## src/rtl/dsp_pack_pkg.sv

```systemverilog
// dsp_pack_pkg: shared constants and helpers for the packed dual-weight DSP path.
//   P_W        - width of the DSP P word
//   LOW_W_DFLT - default bit position of the high field in P
//   unpack_lo  - sign-extended low field of P
//   unpack_hi  - high field of P with the borrow caused by a negative low field undone
//   add_wrap   - two's-complement add wrapped to w bits, with a signed-overflow flag
// All helpers work in X_W-bit signed arithmetic; callers slice the result down.
package dsp_pack_pkg;

  localparam int P_W        = 48;
  localparam int LOW_W_DFLT = 18;
  localparam int X_W        = 64;

  typedef logic signed [X_W-1:0] xw_t;

  typedef struct packed {
    logic ovf;
    xw_t  sum;
  } add_t;

  function automatic xw_t unpack_lo(input logic [P_W-1:0] p, input int low_w);
    xw_t x;
    x = {{(X_W-P_W){1'b0}}, p};
    x = x <<< (X_W - low_w);
    return x >>> (X_W - low_w);
  endfunction

  // The packer adds a signed low product into the word, so a negative low field
  // borrows one from the high field; adding the low sign bit back restores it.
  function automatic xw_t unpack_hi(input logic [P_W-1:0] p, input int low_w);
    xw_t x;
    xw_t lo;
    lo = unpack_lo(p, low_w);
    x  = {{(X_W-P_W){p[P_W-1]}}, p};
    x  = x >>> low_w;
    return x + {{(X_W-1){1'b0}}, lo[X_W-1]};
  endfunction

  // Operands must already be sign-extended w-bit values (w < X_W), so the
  // X_W-bit sum is exact and overflow is simply "wrapping changed the value".
  function automatic add_t add_wrap(input xw_t a, input xw_t b, input int w);
    add_t r;
    xw_t  s;
    s     = a + b;
    r.sum = (s <<< (X_W - w)) >>> (X_W - w);
    r.ovf = (r.sum != s);
    return r;
  endfunction

endpackage

```

## src/rtl/dsp_field_acc.sv

```systemverilog
// dsp_field_acc: one signed field accumulator with group restart and sticky overflow.
//   clk, rst  - clock, synchronous active-high reset
//   upd       - a stage-1 beat is consumed this cycle
//   first     - beat restarts the group (acc loads the field, overflow clears)
//   field     - signed field of the beat
//   acc_nxt   - value the accumulator takes on this beat (used for the result capture)
//   ovf_nxt   - sticky overflow including this beat
module dsp_field_acc
  import dsp_pack_pkg::*;
#(
  parameter int ACC_W = 32
) (
  input  logic                    clk,
  input  logic                    rst,
  input  logic                    upd,
  input  logic                    first,
  input  logic signed [ACC_W-1:0] field,
  output logic signed [ACC_W-1:0] acc_nxt,
  output logic                    ovf_nxt
);

  logic signed [ACC_W-1:0] acc;
  logic                    ovf;
  add_t                    r;
  logic                    unused_hi;

  always_comb begin
    r       = add_wrap(X_W'(acc), X_W'(field), ACC_W);
    acc_nxt = first ? field : r.sum[ACC_W-1:0];
    ovf_nxt = first ? 1'b0 : (ovf | r.ovf);
  end

  assign unused_hi = ^r.sum[X_W-1:ACC_W];

  always_ff @(posedge clk) begin
    if (rst) begin
      acc <= '0;
      ovf <= 1'b0;
    end else if (upd) begin
      acc <= acc_nxt;
      ovf <= ovf_nxt;
    end
  end

endmodule

```

## src/rtl/dsp_unpack_acc.sv

```systemverilog
// dsp_unpack_acc: splits packed DSP P words into low/high signed partial sums,
// accumulates both over a group of beats and hands the result downstream.
//   I_clk, I_rst         - clock, synchronous active-high reset
//   I_p, I_p_vld         - packed P word and its valid
//   I_first, I_last      - group delimiters, qualified by I_p_vld
//   O_p_rdy              - a beat is accepted this cycle when I_p_vld is high
//   O_sum_l, O_sum_h     - accumulated low/high sums of the finished group
//   O_ovf                - accumulator overflow seen anywhere in that group
//   O_vld, I_rdy         - result handshake
// Pipeline: stage 1 unpacks, stage 2 accumulates and captures on the last beat,
// so a last beat accepted in cycle t shows O_vld in cycle t+2. The whole pipe
// stalls on a held result (O_vld && !I_rdy). ACC_W below 48-LOW_W wraps the
// high field; ACC_W must stay below 64.
module dsp_unpack_acc
  import dsp_pack_pkg::*;
#(
  parameter int LOW_W = LOW_W_DFLT,
  parameter int ACC_W = 32
) (
  input  logic             I_clk,
  input  logic             I_rst,
  input  logic [P_W-1:0]   I_p,
  input  logic             I_p_vld,
  input  logic             I_first,
  input  logic             I_last,
  output logic             O_p_rdy,
  output logic [ACC_W-1:0] O_sum_l,
  output logic [ACC_W-1:0] O_sum_h,
  output logic             O_ovf,
  output logic             O_vld,
  input  logic             I_rdy
);

  logic                    en;
  logic                    upd;
  xw_t                     lo_x;
  xw_t                     hi_x;
  logic                    unused_x;

  logic                    s1_vld;
  logic                    s1_first;
  logic                    s1_last;
  logic signed [ACC_W-1:0] s1_lo;
  logic signed [ACC_W-1:0] s1_hi;

  logic signed [ACC_W-1:0] nxt_l;
  logic signed [ACC_W-1:0] nxt_h;
  logic                    ovf_l;
  logic                    ovf_h;

  assign en      = !O_vld || I_rdy;
  assign O_p_rdy = en;
  assign upd     = s1_vld && en;

  assign lo_x     = unpack_lo(I_p, LOW_W);
  assign hi_x     = unpack_hi(I_p, LOW_W);
  assign unused_x = ^{lo_x[X_W-1:ACC_W], hi_x[X_W-1:ACC_W]};

  // Stage 1: unpacked fields plus group markers. Fields keep their old value
  // on bubbles; only s1_vld tracks whether they mean anything.
  always_ff @(posedge I_clk) begin
    if (I_rst) begin
      s1_vld   <= 1'b0;
      s1_first <= 1'b0;
      s1_last  <= 1'b0;
      s1_lo    <= '0;
      s1_hi    <= '0;
    end else if (en) begin
      s1_vld <= I_p_vld;
      if (I_p_vld) begin
        s1_first <= I_first;
        s1_last  <= I_last;
        s1_lo    <= lo_x[ACC_W-1:0];
        s1_hi    <= hi_x[ACC_W-1:0];
      end
    end
  end

  // Stage 2: one accumulator per field. Each keeps its own sticky flag; the
  // group flag is their OR, which equals OR-ing both adds every beat.
  dsp_field_acc #(.ACC_W(ACC_W)) u_acc_l (
    .clk     (I_clk),
    .rst     (I_rst),
    .upd     (upd),
    .first   (s1_first),
    .field   (s1_lo),
    .acc_nxt (nxt_l),
    .ovf_nxt (ovf_l)
  );

  dsp_field_acc #(.ACC_W(ACC_W)) u_acc_h (
    .clk     (I_clk),
    .rst     (I_rst),
    .upd     (upd),
    .first   (s1_first),
    .field   (s1_hi),
    .acc_nxt (nxt_h),
    .ovf_nxt (ovf_h)
  );

  // Result register. A new result may land in the same cycle the old one is
  // taken (upd implies en), so capture has priority over the valid clear.
  always_ff @(posedge I_clk) begin
    if (I_rst) begin
      O_vld   <= 1'b0;
      O_sum_l <= '0;
      O_sum_h <= '0;
      O_ovf   <= 1'b0;
    end else if (upd && s1_last) begin
      O_vld   <= 1'b1;
      O_sum_l <= nxt_l;
      O_sum_h <= nxt_h;
      O_ovf   <= ovf_l | ovf_h;
    end else if (I_rdy) begin
      O_vld <= 1'b0;
    end
  end

endmodule

```

## config.mk

```make
export PLATFORM = sky130hd
export DESIGN_NAME = dsp_unpack_acc
export DESIGN_NICKNAME = d
export VERILOG_FILES = /design/src/rtl/dsp_pack_pkg.sv /design/src/rtl/dsp_field_acc.sv /design/src/rtl/dsp_unpack_acc.sv
export SDC_FILE = /design/constraint.sdc
export NUM_CORES = 1
export LEC_CHECK = 0
export ABC_AREA = 1
export CAP_MARGIN = 10
export CORE_MARGIN = 4
export CORE_UTILIZATION = 55
export CTS_CLUSTER_SIZE = 24
export DETAILED_ROUTE_END_ITERATION = 16
export PLACE_DENSITY = 0.77
export SKIP_LAST_GASP = 1
export SYNTH_ARGS = -nofsm -noshare
export SYNTH_HDL_FRONTEND = slang
export SYNTH_HIERARCHICAL = 1
export SYNTH_SLANG_ARGS = --single-unit
```

## constraint.sdc

```tcl
create_clock -name I_clk -period 3 [get_ports I_clk]
set_input_delay 0.6 -clock I_clk [delete_from_list [all_inputs] [get_ports I_clk]]
set_output_delay 0.6 -clock I_clk [all_outputs]
set_load 0.01 [all_outputs]
```

==> results.sh, run 1 <==
export IMPL_final_cell_mix="nand2_1, nor2_1, inv_1, dfxtp_1, nand3_1"
export IMPL_io_buffers=120
export IMPL_cts_tree="built"
export IMPL_drt_pre_antenna_iters=5
export IMPL_leakage_nw=7.98
export IMPL_dieArea_um2=26600
export IMPL_cts_buffer_depth=2
export IMPL_finalSetupViolCount=0
export IMPL_track_usage_pct=28.9
export IMPL_layout_drive_gt1_share_pct=5.47
export IMPL_ir_worst_vdd_v=0.000365
export IMPL_p_per_area_nw_per_um2=422
export IMPL_synth_area_leaders="dfxtp_1, nand2_1, nor2_1"
export IMPL_area_growth_pct=14.8
export IMPL_required_ns=3.33
export IMPL_vias=13800
export IMPL_grt_pass1_vias=13600
export IMPL_synthCells=2263
export IMPL_arrival_ns=2.83
export IMPL_fillers=2312
export IMPL_diodes=0
export IMPL_synth_top_area_share_pct=27.8
export IMPL_fin_crit_ns=2.50
export IMPL_drv_cap=0
export IMPL_postPlaceCellArea_um2=14600
export IMPL_ctsHtreeMaxLevel=4
export IMPL_cpMaxStageDelayCell="fa_1"
export IMPL_cts_hold_buf=0
export IMPL_rows=56
export IMPL_slew_viol_final=0
export IMPL_ctsResizeCount=0
export IMPL_critPathKind="flop to flop"
export IMPL_rsz0062_at_grt="false"
export IMPL_slew_headroom_pct=45.7
export IMPL_cp_start_kind="flop"
export IMPL_cpMostUsedCell="nand2_1"
export IMPL_core_um2=23500
export IMPL_yosysWarnings=6
export IMPL_finalCritPeriodShare_pct=83.4
export IMPL_wl_per_cell_um=14.3
export IMPL_fin_nets=2466
export IMPL_synth_seq_cells=184
export IMPL_status="finished clean"
export IMPL_wl_um=38200
export IMPL_syn_area_per_cell_um2=5.85
export IMPL_synth_area_um2=13200
export IMPL_critPathMaxFanout=4
export IMPL_drt_vias_per_instance=5.17
export IMPL_grt_pass1_wl_um=63100
export IMPL_grt_max_degree=153
export IMPL_yosysTopAreaCell="dfxtp_1"
export IMPL_cpPeakStageDelay_ns=0.42
export IMPL_drtAntennaViolNets=0
export IMPL_initial_core_util_pct=56.2
export IMPL_synth_cell_types=41
export IMPL_globalplace_congestion=0.967
export IMPL_fin_cells=2676
export IMPL_dp_final_hpwl_um=28500
export IMPL_drc=0
export IMPL_path_delay_family="simple AND/OR/NAND/NOR gates"
export IMPL_cts_made_buffers=17
export IMPL_antenna_found_initial=0
export IMPL_die_h_um=163
export IMPL_post_cts_buffers=0
export IMPL_die_w_um=163
export IMPL_end_kind="flop"
export IMPL_worst_pin_slew_ns=0.815
export IMPL_clock_sinks=184
export IMPL_drtIter0Drc=962
export IMPL_finalClockSkew_ns=0.0146
export IMPL_grt_ovfl_total=0
export IMPL_dp_cells=2644
export IMPL_worstPathCellList="ha_1, inv_1, fa_1, inv_1, nand2_1, nand2_1, nand3_1, nand2_1, nand2_1, nand2_1, nand2_1, nand2_1, inv_1, nand2_1, nand3_1, nand2_1, inv_1, nor3_1, nor2_1"
export IMPL_yosysSeqAreaShare_pct=27.8
export IMPL_clk_latency_ns=0.44
export IMPL_ios=121
export IMPL_root_buffer="clkbuf_16"
export IMPL_final_setup_tns_ns=0
export IMPL_clk_pin_slew_ns=0.08
export IMPL_fmax_ghz=0.400
export IMPL_synthesis_nets=2385
export IMPL_timing_hold_violations_final=0
export IMPL_design_area_um2=15200
export IMPL_final_common_cell="nand2_1"
export IMPL_hold_path_class="flop to flop"
export IMPL_critPathBufInv=4
[cell usage after synthesis (all sizes together)]
library cell    n
o21bai         19
clkinv          2
and2            4
inv           320
o21ai          92
ha             66
nand4           6
buf            37
a21o            2
a21oi         141
nand3         143
nor2          340
nand3b         13
clkbuf         37
nand2         802
dfxtp         184
o211ai          4
xor2            8
fa              2
nor3           10
xnor2           7
or2            24
[layout make-up]
cell class	count	area, um2	area share, %
timing repair buffer	136	1370	9.00
clock buffer	17	425	2.80
inverter	322	1210	7.95
tap	319	399	2.62
multi-input combinational	1683	7970	52.4
sequential	184	3680	24.2
clock inverter	15	150	0.987
[metal layers]
layer  global-route usage (%)  wire length, um
met5                        0                0
met4                     12.5             1480
met3                     3.00             1690
met2                     53.4            19200
met1                     33.8            15800
[path summary, 6_finish.rpt]
path,from,to,slack [ns],cells after the start
setup / recovery,s1_hi[0],O_ovf,0.50,19
hold / removal,O_sum_h[13],O_sum_h[13],0.46,2
setup reg to reg,s1_hi[0],O_ovf,0.50,19
hold reg to reg,O_sum_h[13],O_sum_h[13],0.46,2
[where the power goes]
| group | internal (W) | leakage [nW] | switching (W) | total [W] |
|---|---|---|---|---|
| clock network | 0.00111 | 0.287 | 0.00112 | 0.00223 |
| registers | 0.00258 | 1.51 | 0.000103 | 0.00268 |
| logic | 0.000547 | 6.18 | 0.000953 | 0.00150 |
[worst min-delay path, stage by stage (launching register included)]
cell and delay [ns]:
dfxtp_1 0.31, nand2_1 0.06, a21oi_1 0.05
[cells by family after synthesis]
kind of cell / synth area share, %
flip-flops: 27.8
buffers and inverters: 12.0
AO/OA/AOI/OAI: 10.6
adder cells (fa/ha/maj): 6.54
XOR/XNOR: 0.992
AND/OR/NAND/NOR: 42.1
[registers in the layout (all words and copies together), names as in the netlist, 18 cells and up]
name,flops
O_sum_h,32
O_sum_l,32
s1_hi,31
s1_lo,18
u_acc_h/acc,32
u_acc_l/acc,32
[through the flow]
stage	worst slack (ns)	power [W]	util [%]	hold WS, ns
2_1_floorplan	0.650	0.00377	-	0.444
3_3_place_gp	0.541	0.00418	62.1	0.450
3_5_place_dp	0.487	0.00421	62.1	0.455
4_1_cts	0.505	0.00646	64.6	0.465
5_1_grt	0.218	0.00675	64.6	0.488
6_report	0.498	0.00641	64.6	0.464
Note: power is estimated with default switching activity, not from simulation.
==> run 2: changes to the inputs <==
- clock period: 3 -> 2.5 ns (I/O delays scaled with it)
==> run 2 against run 1 <==
- design area is 1.4% higher
- total power is 23% higher
- first-iteration DRC count is 17% higher
- clock-buffer cell count stayed put
- critical path type unchanged
- core utilization is 0.93 points higher
- critical path depth stayed put
- register-to-register slack worse by 0.34 ns
==> results.sh, run 2 (synthesis gave the netlist of run 1 again) <==
export IMPL_drtAntennaViolNets=0
export IMPL_rsz0062_at_grt="true"
export IMPL_p_per_area_nw_per_um2=511
export IMPL_antenna_found_initial=1
export IMPL_slew_headroom_pct=36.5
export IMPL_ios=121
export IMPL_holdPathStages=2
export IMPL_dp_cells=2661
export IMPL_area_growth_pct=16.5
export IMPL_io_buffers=120
export IMPL_globalplace_congestion=0.946
export IMPL_ctsHtreeMaxLevel=4
export IMPL_grt_pass1_wl_um=64300
export IMPL_status="finished clean"
export IMPL_cts_buffer_depth=2
export IMPL_drv_cap=0
export IMPL_track_usage_pct=29.7
export IMPL_hp_start="s1_vld"
export IMPL_final_setup_tns_ns=0
export IMPL_use_met3_pct=3.81
export IMPL_cp_start_kind="flop"
export IMPL_drc=0
export IMPL_finalClockSkew_ns=0.0120
export IMPL_ir_worst_vdd_v=0.000443
export IMPL_grt_max_degree=105
export IMPL_reg2regPathDepth=19
export IMPL_core_um2=23500
export IMPL_diodes=0
export IMPL_wl_um=39500
export IMPL_design_area_um2=15400
export IMPL_worst_pin_slew_ns=0.951
export IMPL_die_w_um=163
export IMPL_whs_ns=0.464
export IMPL_drtIter0Drc=1129
export IMPL_power_w=0.00788
export IMPL_dp_final_hpwl_um=29700
export IMPL_fmax_ghz=0.426
export IMPL_cts_hold_buf=0
export IMPL_dieArea_um2=26600
export IMPL_reg2reg_from="s1_hi[0]"
export IMPL_root_buffer="clkbuf_16"
export IMPL_arrival_ns=2.68
export IMPL_initial_core_util_pct=56.2
export IMPL_r2r_end="O_ovf"
export IMPL_slew_viol_final=0
export IMPL_critPathMaxFanout=4
export IMPL_finalSetupViolCount=0
export IMPL_wl_per_cell_um=14.7
export IMPL_grt_pass1_vias=13200
export IMPL_reg2reg_slack_ns=0.15
export IMPL_hold_path_class="flop to flop"
export IMPL_gr_usage_met2_pct=54.7
export IMPL_fin_cells=2694
export IMPL_layout_drive_gt1_share_pct=6.78
export IMPL_leakage_nw=8.08
export IMPL_final_cell_mix="nand2_1, nor2_1, inv_1, dfxtp_1, nand3_1"
export IMPL_end_kind="flop"
export IMPL_clock_sinks=184
export IMPL_cts_tree="built"
export IMPL_clk_latency_ns=0.44
export IMPL_min_to="s1_vld"
export IMPL_critPathKind="flop to flop"
export IMPL_clk_pin_slew_ns=0.08
export IMPL_fin_nets=2484
export IMPL_grt_busiest_layer="met2"
export IMPL_final_common_cell="nand2_1"
export IMPL_required_ns=2.84
export IMPL_vias=13900
export IMPL_drt_pre_antenna_iters=5
export IMPL_drt_vias_per_instance=5.18
export IMPL_finalCritPeriodShare_pct=93.9
export IMPL_timing_hold_violations_final=0
export IMPL_die_h_um=163
export IMPL_postPlaceCellArea_um2=14800
export IMPL_grt_util_met1_pct=35.1
export IMPL_grt_ovfl_total=0
export IMPL_rows=56
export IMPL_fin_crit_ns=2.35
export IMPL_cts_made_buffers=17
[run 2: cell types whose count changed in the layout (fill, tap and decap cells not counted), sizes merged]
cell / delta
buf: +18
clkinv: -3
clkinvlp: +2
bufinv: +1
[run 2: report_power, final]
part	internal (W)	total, W	switching, W
clock	0.00144	0.00281	0.00137
combinational	0.000684	0.00185	0.00117
sequential	0.00309	0.00322	0.000122
total	0.00522	0.00788	0.00266
[run 2: how the worst max path moves through the flow]
stage,from,end,depth (start not counted)
floorplan,s1_lo[17],O_ovf,17
global placement,s1_hi[0],O_ovf,19
detailed placement,s1_hi[0],O_ovf,19
CTS,s1_hi[0],O_ovf,19
global route,s1_lo[17],O_ovf,16
finish,s1_hi[0],O_ovf,19
[run 2: layout make-up]
| type | count | area, um2 |
|---|---|---|
| fillers | 2267 | 8120 |
| multi-input cells | 1683 | 8010 |
| flip-flops and latches | 184 | 3690 |
| repair buffers | 154 | 1520 |
| inverters | 322 | 1210 |
| clock buffers | 17 | 425 |
| well taps | 319 | 399 |
| clock inverters | 15 | 180 |
[run 2: routing by layer]
| metal | part of all wire [%] | vias to the layer above |
|---|---|---|
| met3 | 4.6 | 94 |
| li1 | - | 7189 |
| met1 | 42 | 6282 |
| met2 | 50 | 381 |
| met4 | 3.7 | 2 |
| met5 | 0.028 | - |
[run 2: critical path: stages (launching register included)]
cell     delay, ns
dfxtp_2       0.35
ha_2          0.19
inv_2         0.05
fa_2          0.39
inv_1         0.06
nand2_1       0.07
nand2_1       0.08
nand3_1       0.09
nand2_2       0.11
nand2_1       0.06
nand2_1       0.10
nand2_1       0.06
nand2_1       0.08
inv_1         0.05
nand2_1       0.06
nand3_1       0.09
nand2_2       0.08
inv_1         0.05
nor3_2        0.16
nor2_1        0.06
[run 2: stage by stage]
stage               util, %  setup slack (ns)
floorplan                 -             0.150
global placement       62.7             0.149
detailed placement     62.7            0.0972
CTS                    65.3            0.0637
global route           65.5           -0.0182
finish                 65.5             0.154
[run 2: timing repair]
item	4_1_cts	5_1_grt
setup buffers	0	1
hold endpoints to repair	0	0
endpoints found under the setup margin	0	23
resized for setup	0	15
==> run 3: changes to the inputs <==
- CTS_CLUSTER_SIZE: 24 -> 16
- SKIP_CTS_REPAIR_TIMING: not set -> 1
==> results of run 3 <==
Final layout, timing and power as in run 2 (identical DEF).
